File: config.mk
export PLATFORM = sky130hd
export DESIGN_NAME = writeback_queue_flat
export DESIGN_NICKNAME = d
export VERILOG_FILES = /design/src/rtl/datapath_pkg.sv /design/src/rtl/writeback_queue_if.sv /design/src/rtl/wb_fifo.sv /design/src/rtl/writeback_queue.sv /design/src/flat_wrapper.sv
export SDC_FILE = /design/constraint.sdc
export NUM_CORES = 1
export LEC_CHECK = 0
export CAP_MARGIN = 15
export CORE_AREA = 4 4 160 162
export DETAILED_ROUTE_END_ITERATION = 10
export DIE_AREA = 0 0 164 166
export HOLD_SLACK_MARGIN = 0.06
export PLACE_DENSITY = 0.61
export SETUP_SLACK_MARGIN = 0.3
export SLEW_MARGIN = 25
export SYNTH_ARGS = -nofsm -noshare
export SYNTH_HDL_FRONTEND = slang
export SYNTH_SLANG_ARGS = --single-unit
File: constraint.sdc
create_clock -name Clock -period 1.7 [get_ports Clock]
set_input_delay 0.17 -clock Clock [delete_from_list [all_inputs] [get_ports Clock]]
set_output_delay 0.17 -clock Clock [all_outputs]
set_load 0.005 [all_outputs]
File: src/rtl/datapath_pkg.sv
// Shared datapath types for the register-file write side.
package datapath_pkg;
  localparam int DATA_WIDTH = 32;
  localparam int ADDR_WIDTH = 5;
  localparam logic [ADDR_WIDTH-1:0] REG_ZERO = '0;

  typedef struct packed {
    logic                  valid;
    logic [ADDR_WIDTH-1:0] index;
    logic [DATA_WIDTH-1:0] data;
  } wb_entry_t;
endpackage

File: src/rtl/writeback_queue_if.sv
// Result handshakes from ALU/load unit plus the register file write port.
interface writeback_queue_if #(
  parameter int DATA_WIDTH = 32,
  parameter int ADDR_WIDTH = 5
);
  logic                  Alu_Valid;
  logic                  Alu_Ready;
  logic [ADDR_WIDTH-1:0] Alu_Register;
  logic [DATA_WIDTH-1:0] Alu_Data;
  logic                  Mem_Valid;
  logic                  Mem_Ready;
  logic [ADDR_WIDTH-1:0] Mem_Register;
  logic [DATA_WIDTH-1:0] Mem_Data;
  logic                  RegWrite;
  logic [ADDR_WIDTH-1:0] Write_Register;
  logic [DATA_WIDTH-1:0] Write_Data;

  modport master (
    output Alu_Valid, Alu_Register, Alu_Data,
    output Mem_Valid, Mem_Register, Mem_Data,
    input  Alu_Ready, Mem_Ready,
    input  RegWrite, Write_Register, Write_Data
  );

  modport slave (
    input  Alu_Valid, Alu_Register, Alu_Data,
    input  Mem_Valid, Mem_Register, Mem_Data,
    output Alu_Ready, Mem_Ready,
    output RegWrite, Write_Register, Write_Data
  );
endinterface

File: src/rtl/wb_fifo.sv
// Circular result buffer; pops the head every cycle it holds anything.
module wb_fifo
  import datapath_pkg::*;
#(
  parameter int DEPTH = 4,
  localparam int PW = $clog2(DEPTH),
  localparam int CW = PW + 1
) (
  input  logic          Clock,
  input  logic          Reset_n,
  input  logic          push,
  input  wb_entry_t     push_entry,
  output wb_entry_t     head_entry,
  output wb_entry_t     entries [DEPTH],
  output logic [CW-1:0] Count
);
  logic [PW-1:0] head_ptr;
  logic [PW-1:0] tail_ptr;
  logic          pop;
  wb_entry_t     mem [DEPTH];

  assign pop        = (Count != '0);
  assign head_entry = mem[head_ptr];
  assign entries    = mem;

  // Push and pop never hit the same slot: that needs Count==0 (no pop) or full (no push).
  always_ff @(posedge Clock) begin
    if (!Reset_n) begin
      head_ptr <= '0;
      tail_ptr <= '0;
      Count    <= '0;
      for (int i = 0; i < DEPTH; i++) mem[i].valid <= 1'b0;
    end else begin
      if (push) begin
        mem[tail_ptr] <= '{valid: 1'b1, index: push_entry.index, data: push_entry.data};
        tail_ptr      <= tail_ptr + 1'b1;
      end
      if (pop) begin
        mem[head_ptr].valid <= 1'b0;
        head_ptr            <= head_ptr + 1'b1;
      end
      if (push && !pop)      Count <= Count + 1'b1;
      else if (!push && pop) Count <= Count - 1'b1;
    end
  end
endmodule

File: src/rtl/writeback_queue.sv
// Arbitrates ALU/load results into wb_fifo, drives the register file write port
// and reports pending writes for decode hazard stalls.
module writeback_queue
  import datapath_pkg::*;
#(
  parameter int DATA_WIDTH = 32,
  parameter int ADDR_WIDTH = 5,
  parameter int DEPTH      = 4,
  localparam int CW = $clog2(DEPTH) + 1
) (
  input  logic                  Clock,
  input  logic                  Reset_n,
  writeback_queue_if.slave      bus,
  input  logic [ADDR_WIDTH-1:0] Query_Register1,
  input  logic [ADDR_WIDTH-1:0] Query_Register2,
  output logic                  Pending1,
  output logic                  Pending2,
  output logic [CW-1:0]         Count
);
  logic      full;
  logic      mem_fire;
  logic      alu_fire;
  logic      push;
  wb_entry_t push_entry;
  wb_entry_t head_entry;
  wb_entry_t entries [DEPTH];

  assign full          = (Count == CW'(DEPTH));
  assign bus.Mem_Ready = Reset_n && !full;
  assign bus.Alu_Ready = Reset_n && !full && !bus.Mem_Valid;
  assign mem_fire      = bus.Mem_Valid && bus.Mem_Ready;
  assign alu_fire      = bus.Alu_Valid && bus.Alu_Ready;

  // Writes to r0 are acknowledged but dropped here.
  always_comb begin
    push       = 1'b0;
    push_entry = '0;
    if (mem_fire) begin
      push_entry.index = bus.Mem_Register;
      push_entry.data  = bus.Mem_Data;
      push             = (bus.Mem_Register != REG_ZERO);
    end else if (alu_fire) begin
      push_entry.index = bus.Alu_Register;
      push_entry.data  = bus.Alu_Data;
      push             = (bus.Alu_Register != REG_ZERO);
    end
  end

  wb_fifo #(.DEPTH(DEPTH)) u_fifo (
    .Clock      (Clock),
    .Reset_n    (Reset_n),
    .push       (push),
    .push_entry (push_entry),
    .head_entry (head_entry),
    .entries    (entries),
    .Count      (Count)
  );

  always_ff @(posedge Clock) begin
    if (!Reset_n) begin
      bus.RegWrite       <= 1'b0;
      bus.Write_Register <= '0;
      bus.Write_Data     <= '0;
    end else if (Count != '0) begin
      bus.RegWrite       <= 1'b1;
      bus.Write_Register <= head_entry.index;
      bus.Write_Data     <= head_entry.data;
    end else begin
      bus.RegWrite <= 1'b0;
    end
  end

  // The output stage still counts: the register file commits it on the next edge.
  always_comb begin
    Pending1 = bus.RegWrite && (bus.Write_Register == Query_Register1);
    Pending2 = bus.RegWrite && (bus.Write_Register == Query_Register2);
    for (int i = 0; i < DEPTH; i++) begin
      if (entries[i].valid && entries[i].index == Query_Register1) Pending1 = 1'b1;
      if (entries[i].valid && entries[i].index == Query_Register2) Pending2 = 1'b1;
    end
    if (Query_Register1 == REG_ZERO) Pending1 = 1'b0;
    if (Query_Register2 == REG_ZERO) Pending2 = 1'b0;
  end
endmodule

File: src/flat_wrapper.sv
// flat-port wrapper written by rule: the top's interface ports become plain ports
module writeback_queue_flat import datapath_pkg::*;
#(
  parameter int DATA_WIDTH = 32,
  parameter int ADDR_WIDTH = 5,
  parameter int DEPTH      = 4,
  localparam int CW = $clog2(DEPTH) + 1
)
  (Clock, Reset_n, Query_Register1, Query_Register2, Pending1, Pending2, Count, bus_Alu_Valid, bus_Alu_Register, bus_Alu_Data, bus_Mem_Valid, bus_Mem_Register, bus_Mem_Data, bus_Alu_Ready, bus_Mem_Ready, bus_RegWrite, bus_Write_Register, bus_Write_Data);
  writeback_queue_if #(.DATA_WIDTH(DATA_WIDTH), .ADDR_WIDTH(ADDR_WIDTH)) bus_i ();
  input  logic Clock;
  input  logic Reset_n;
  input  logic [ADDR_WIDTH-1:0] Query_Register1;
  input  logic [ADDR_WIDTH-1:0] Query_Register2;
  output logic Pending1;
  output logic Pending2;
  output logic [CW-1:0] Count;
  input wire logic [$bits(bus_i.Alu_Valid)-1:0] bus_Alu_Valid;
  input wire logic [$bits(bus_i.Alu_Register)-1:0] bus_Alu_Register;
  input wire logic [$bits(bus_i.Alu_Data)-1:0] bus_Alu_Data;
  input wire logic [$bits(bus_i.Mem_Valid)-1:0] bus_Mem_Valid;
  input wire logic [$bits(bus_i.Mem_Register)-1:0] bus_Mem_Register;
  input wire logic [$bits(bus_i.Mem_Data)-1:0] bus_Mem_Data;
  output wire logic [$bits(bus_i.Alu_Ready)-1:0] bus_Alu_Ready;
  output wire logic [$bits(bus_i.Mem_Ready)-1:0] bus_Mem_Ready;
  output wire logic [$bits(bus_i.RegWrite)-1:0] bus_RegWrite;
  output wire logic [$bits(bus_i.Write_Register)-1:0] bus_Write_Register;
  output wire logic [$bits(bus_i.Write_Data)-1:0] bus_Write_Data;
  assign bus_i.Alu_Valid = bus_Alu_Valid;
  assign bus_i.Alu_Register = bus_Alu_Register;
  assign bus_i.Alu_Data = bus_Alu_Data;
  assign bus_i.Mem_Valid = bus_Mem_Valid;
  assign bus_i.Mem_Register = bus_Mem_Register;
  assign bus_i.Mem_Data = bus_Mem_Data;
  assign bus_Alu_Ready = bus_i.Alu_Ready;
  assign bus_Mem_Ready = bus_i.Mem_Ready;
  assign bus_RegWrite = bus_i.RegWrite;
  assign bus_Write_Register = bus_i.Write_Register;
  assign bus_Write_Data = bus_i.Write_Data;
  writeback_queue #(.DATA_WIDTH(DATA_WIDTH), .ADDR_WIDTH(ADDR_WIDTH), .DEPTH(DEPTH)) u_core (.Clock(Clock), .Reset_n(Reset_n), .bus(bus_i), .Query_Register1(Query_Register1), .Query_Register2(Query_Register2), .Pending1(Pending1), .Pending2(Pending2), .Count(Count));
endmodule
[Yosys cells after proc, flatten, opt, wreduce, memory -nomap -nowiden]
Cells that the tools add are included.
Widths: inputs -> output; s select.
Word-level totals
  register bits: 197
  word-level logic and storage cells: 96
Cells by class
  add/subtract/negate cells: 4
  $lt $le $gt $ge: 4
  equality and inequality tests: 11
  multiplexer cells: 29
  bitwise operators: 2
  reduce and logical (&&, ||, !) cells: 28
Operator list (number)
  $mux 152: 3
  $bwmux 152: 2
  $demux 38 s2: 2
  $mux 37: 4
  $bmux 38 s2: 1
  $mux 38: 2
  $eq 5x5->1: 10
  $logic_and 1x1->1: 18
  $mux 1: 13
  $logic_not 5->1: 2
  $reduce_bool 5->1: 2
  $ge 3x3->1 const B: 2
  $lt 3x1->1 const B: 2
  $mux 3: 2
  $not 2->3: 2
  $add 2x1->2 const B: 2
  $logic_not 1->1: 4
  $add 3x1->3 const B: 1
  $eq 3x3->1 const B: 1
  $reduce_bool 3->1: 1
  $sub 3x1->3 const B: 1
  $reduce_bool 2->1: 1

[Depth between registers and ports, before layout]
  depth after elaboration: 12
  gate-level depth with buffers: 6
  depth with buffers taken out: 5

[Hierarchy]
Synthesis repeated with hierarchy kept, for this count alone.
Second synthesis, totals
  cell total of the unflattened synthesis: 563
  area, all modules: 8521.9 µm²
By module, submodules not included
  wb_fifo: times used 1, cells an instance 255, area an instance 5929.4 µm²
  writeback_queue: times used 1, cells an instance 308, area an instance 2592.5 µm²

[Worst setup path before layout]
Ideal clock, no wire load.
  path kind: register to register
  start point: register u_core.u_fifo.Count[2]
  end point: register (tool-made name)
  setup time: 0.349 ns
  arrival: 1.459 ns
  required time: 1.351 ns
  setup slack: -0.108 ns
  cell stages (with the launch flop): 6
  period minus slack after synthesis: 1.808 ns
  cells stage by stage: dfxtp_1 > nor3b_2 > nor4bb_2 > a22o_1 > buf_4 > and2_4
RTL lines
  start, declared: line wb_fifo.sv:15  | output logic [CW-1:0] Count
  start signal, assigned: line wb_fifo.sv:42  | if (push && !pop) Count <= Count + 1'b1;
  start signal, assigned: line wb_fifo.sv:43  | else if (!push && pop) Count <= Count - 1'b1;

==> metrics.cfg <==
[floorplan]
die_x_um = 164
die-area_sq_um = 27200
dieHeight_um = 166
std_cell_rows = 57
start_util = 0.346
core_sq_um = 24100
ios = 133

[power_and_ir_drop]
leakagePower_nw = 5.36
p_int_mw = 9.08
p_clk_frac = 0.329
total_power_mw = 12.0
swShare = 0.246
irDropWorstVdd_mv = 0.533
p_seq_frac = 0.461
p_sw_mw = 2.96
p_comb_frac = 0.210
powerDensity_nw_per_um2 = 876

[clock_tree]
cts.clk_slew.worst_paths_ns = 0.07
worstSkewPairLatency_ns = 0.43
h-tree-depth = 4
cts_tree = yes
numCtsBuffers = 17
clkSinkCount = 197
clk_path_buf_depth = 2
clockRootBuffer = clkbuf_16

[logic_synthesis]
ys_top_cells_by_area = edfxtp_1 (53%), dfxtp_1 (12%), mux4_2 (10%), xor2_1 (4.3%), a22o_1 (4.0%)
syn_area_sq_um = 8340
syn_avg_cell_area_sq_um = 14.9
yosysTopAreaCell = edfxtp_1
synthesis.nets = 657
yosys_warnings = 0
synth_seq_area_share = 0.650
synth_cell_types = 32
ys_ff_latch = 197
synthCells = 561
yosysTopAreaCellShare = 0.533

[routing]
route.final.wire_length_um = 28000
ant_nets = 0
vias_per_cell = 5.06
drt_pre_antenna_iters = 5
drt_iter0_drc = 341
vias = 5921
drc = 0
post_drt_wl_per_cell_um = 23.9

[sta]
skew_ns = 0.0125
fmax_mhz = 485
slew_viol_final = 0
worst_slack_ns = -0.362
slew_headroom = 0.734
period_needed_ns = 2.06
tightest_slew_ns = 0.400
rsz0062_at_grt = yes
setup_violations = 291
timing.final.crit_share = 1.21
finalHoldViolations = 0

[worst_hold_path]
hold_depth = 4
holdCritPathClass = in -> reg
hp-start = Reset_n
hold_path_end = u_core.u_fifo.Count[2]

[layout]
mostFrequentLayoutCells = edfxtp_1 (148), clkdlybuf4s50_1 (86), buf_4 (48), xor2_1 (39), buf_6 (39)
area_delta_synth_final_pct = 64.8
diodes = 0
final_area_sq_um = 13700
instances_no_fill = 1171
drive_gt1_frac = 0.443
post-route-util = 0.570
final_common_cell = edfxtp_1
nNetsFinal = 930

[place]
place_area_sq_um = 10500
hpwl_um = 14100
gp_congestion = 0.883
dp_slack_ns = -0.609
dp.cells = 1028
portBuffers = 132

[worst_setup_path]
crit_fanout = 2
critPathLaunchType = flip-flop
crit_arrival_ns = 1.89
worstRegToRegCells = 8
r2r-start = u_core.u_fifo.Count[0]
ff2ff_setup_slack_ns = -0.20
required_ns = 1.53
cp-end-kind = output pin
path_class = reg -> out

[run_status]
violations = negative setup slack
outcome = finished, violations left

[global_routing]
grt_pass1_wl_um = 39300
track_usage = 0.196
grt_max_degree = 39
grt_pass1_vias = 6283
grt_overflow_total = 0
antenna_found_initial = 0

[job]
maxCapViolCount = 0

final cells by class:
cell class              count  area, sq um
multi-input cells         318         3470
well taps                 324          405
clock buffers              21          450
flip-flops and latches    197         5450
repair buffers            295         3830
clock inverters            11          126
inverters                   5         18.8
fillers                  1877        10400
metal layers:
metal	vias to the layer above	GRT usage	routed length, um
met1	3012	0.258	11700
met2	190	0.325	14000
li1	2678	-	-
met5	-	0	0
met3	41	0.0365	1430
met4	0	0.0678	799
Yosys cell counts:
cell type  instances
nor4bb_2           1
nor3b_1            1
xnor2_1           11
or4_1              2
or3_1              1
buf_1              3
dfxtp_1           49
buf_6              1
xor2_1            41
ha_1               8
a22o_1            38
and2_4             4
o21ai_0            1
mux2i_1            1
buf_4              5
clkbuf_1          23
inv_1              5
nor2_1             9
buf_2              9
mux4_2            37
nor3b_2            1
a21boi_1           2
and2_1             3
nand2_1           88
edfxtp_1         148
o211a_1            4
o22a_1             2
a21boi_0          37
nand3_1           12
nor2b_1            1
nor3_1             3
nor4_1            10
metrics by stage:
stage	setup TNS, ns	hold WS [ns]
floorplan	-13.06	0.371
global placement	-93.75	0.449
detailed placement	-101.63	0.450
CTS	-15.78	0.154
global route	-41.77	0.179
finish	-25.42	0.185
cells by family after synthesis:
family | after synthesis | synth area share
compound gates | 84 | 0.0825
xor+xnor | 52 | 0.0546
fa+ha+maj | 8 | 0.0120
buf+inv | 46 | 0.0252
flops | 197 | 0.650
mux | 38 | 0.101
simple gates | 136 | 0.0742
power groups by stage:
| stage | clock network, mW | registers (mW) | logic (mW) |
|---|---|---|---|
| after floorplan | 0 | 5.63 | 0.780 |
| after global placement | 0 | 5.64 | 1.51 |
| after detailed placement | 0 | 5.65 | 1.54 |
| after CTS | 4.03 | 5.54 | 2.23 |
| after global routing | 4.24 | 5.57 | 2.66 |
| final | 3.96 | 5.55 | 2.52 |
worst max-delay path: stages, from the launching register on:
cell and delay [ns]:
edfxtp_1 0.41, buf_6 0.14, xor2_2 0.16, nor4_2 0.28, nand3_1 0.12, nand3_1 0.10, o22a_1 0.15, buf_2 0.11
how the worst max path moves through the flow:
stage | end
after floorplan | flip-flop
after global placement | Pending2
after detailed placement | Pending1
after CTS | Pending1
after global routing | Pending2
final | Pending1
what timing repair did:
item                                    in CTS  in global routing
hold buffers                                 1                  0
setup buffers                               60                 10
endpoints found under the setup margin     389                351
gates resized for setup                    221                147
gates cloned                                31                  9
hold endpoints to repair                     1                  0
pin swaps                                   58                 26
(Power assumes the default switching activity.)
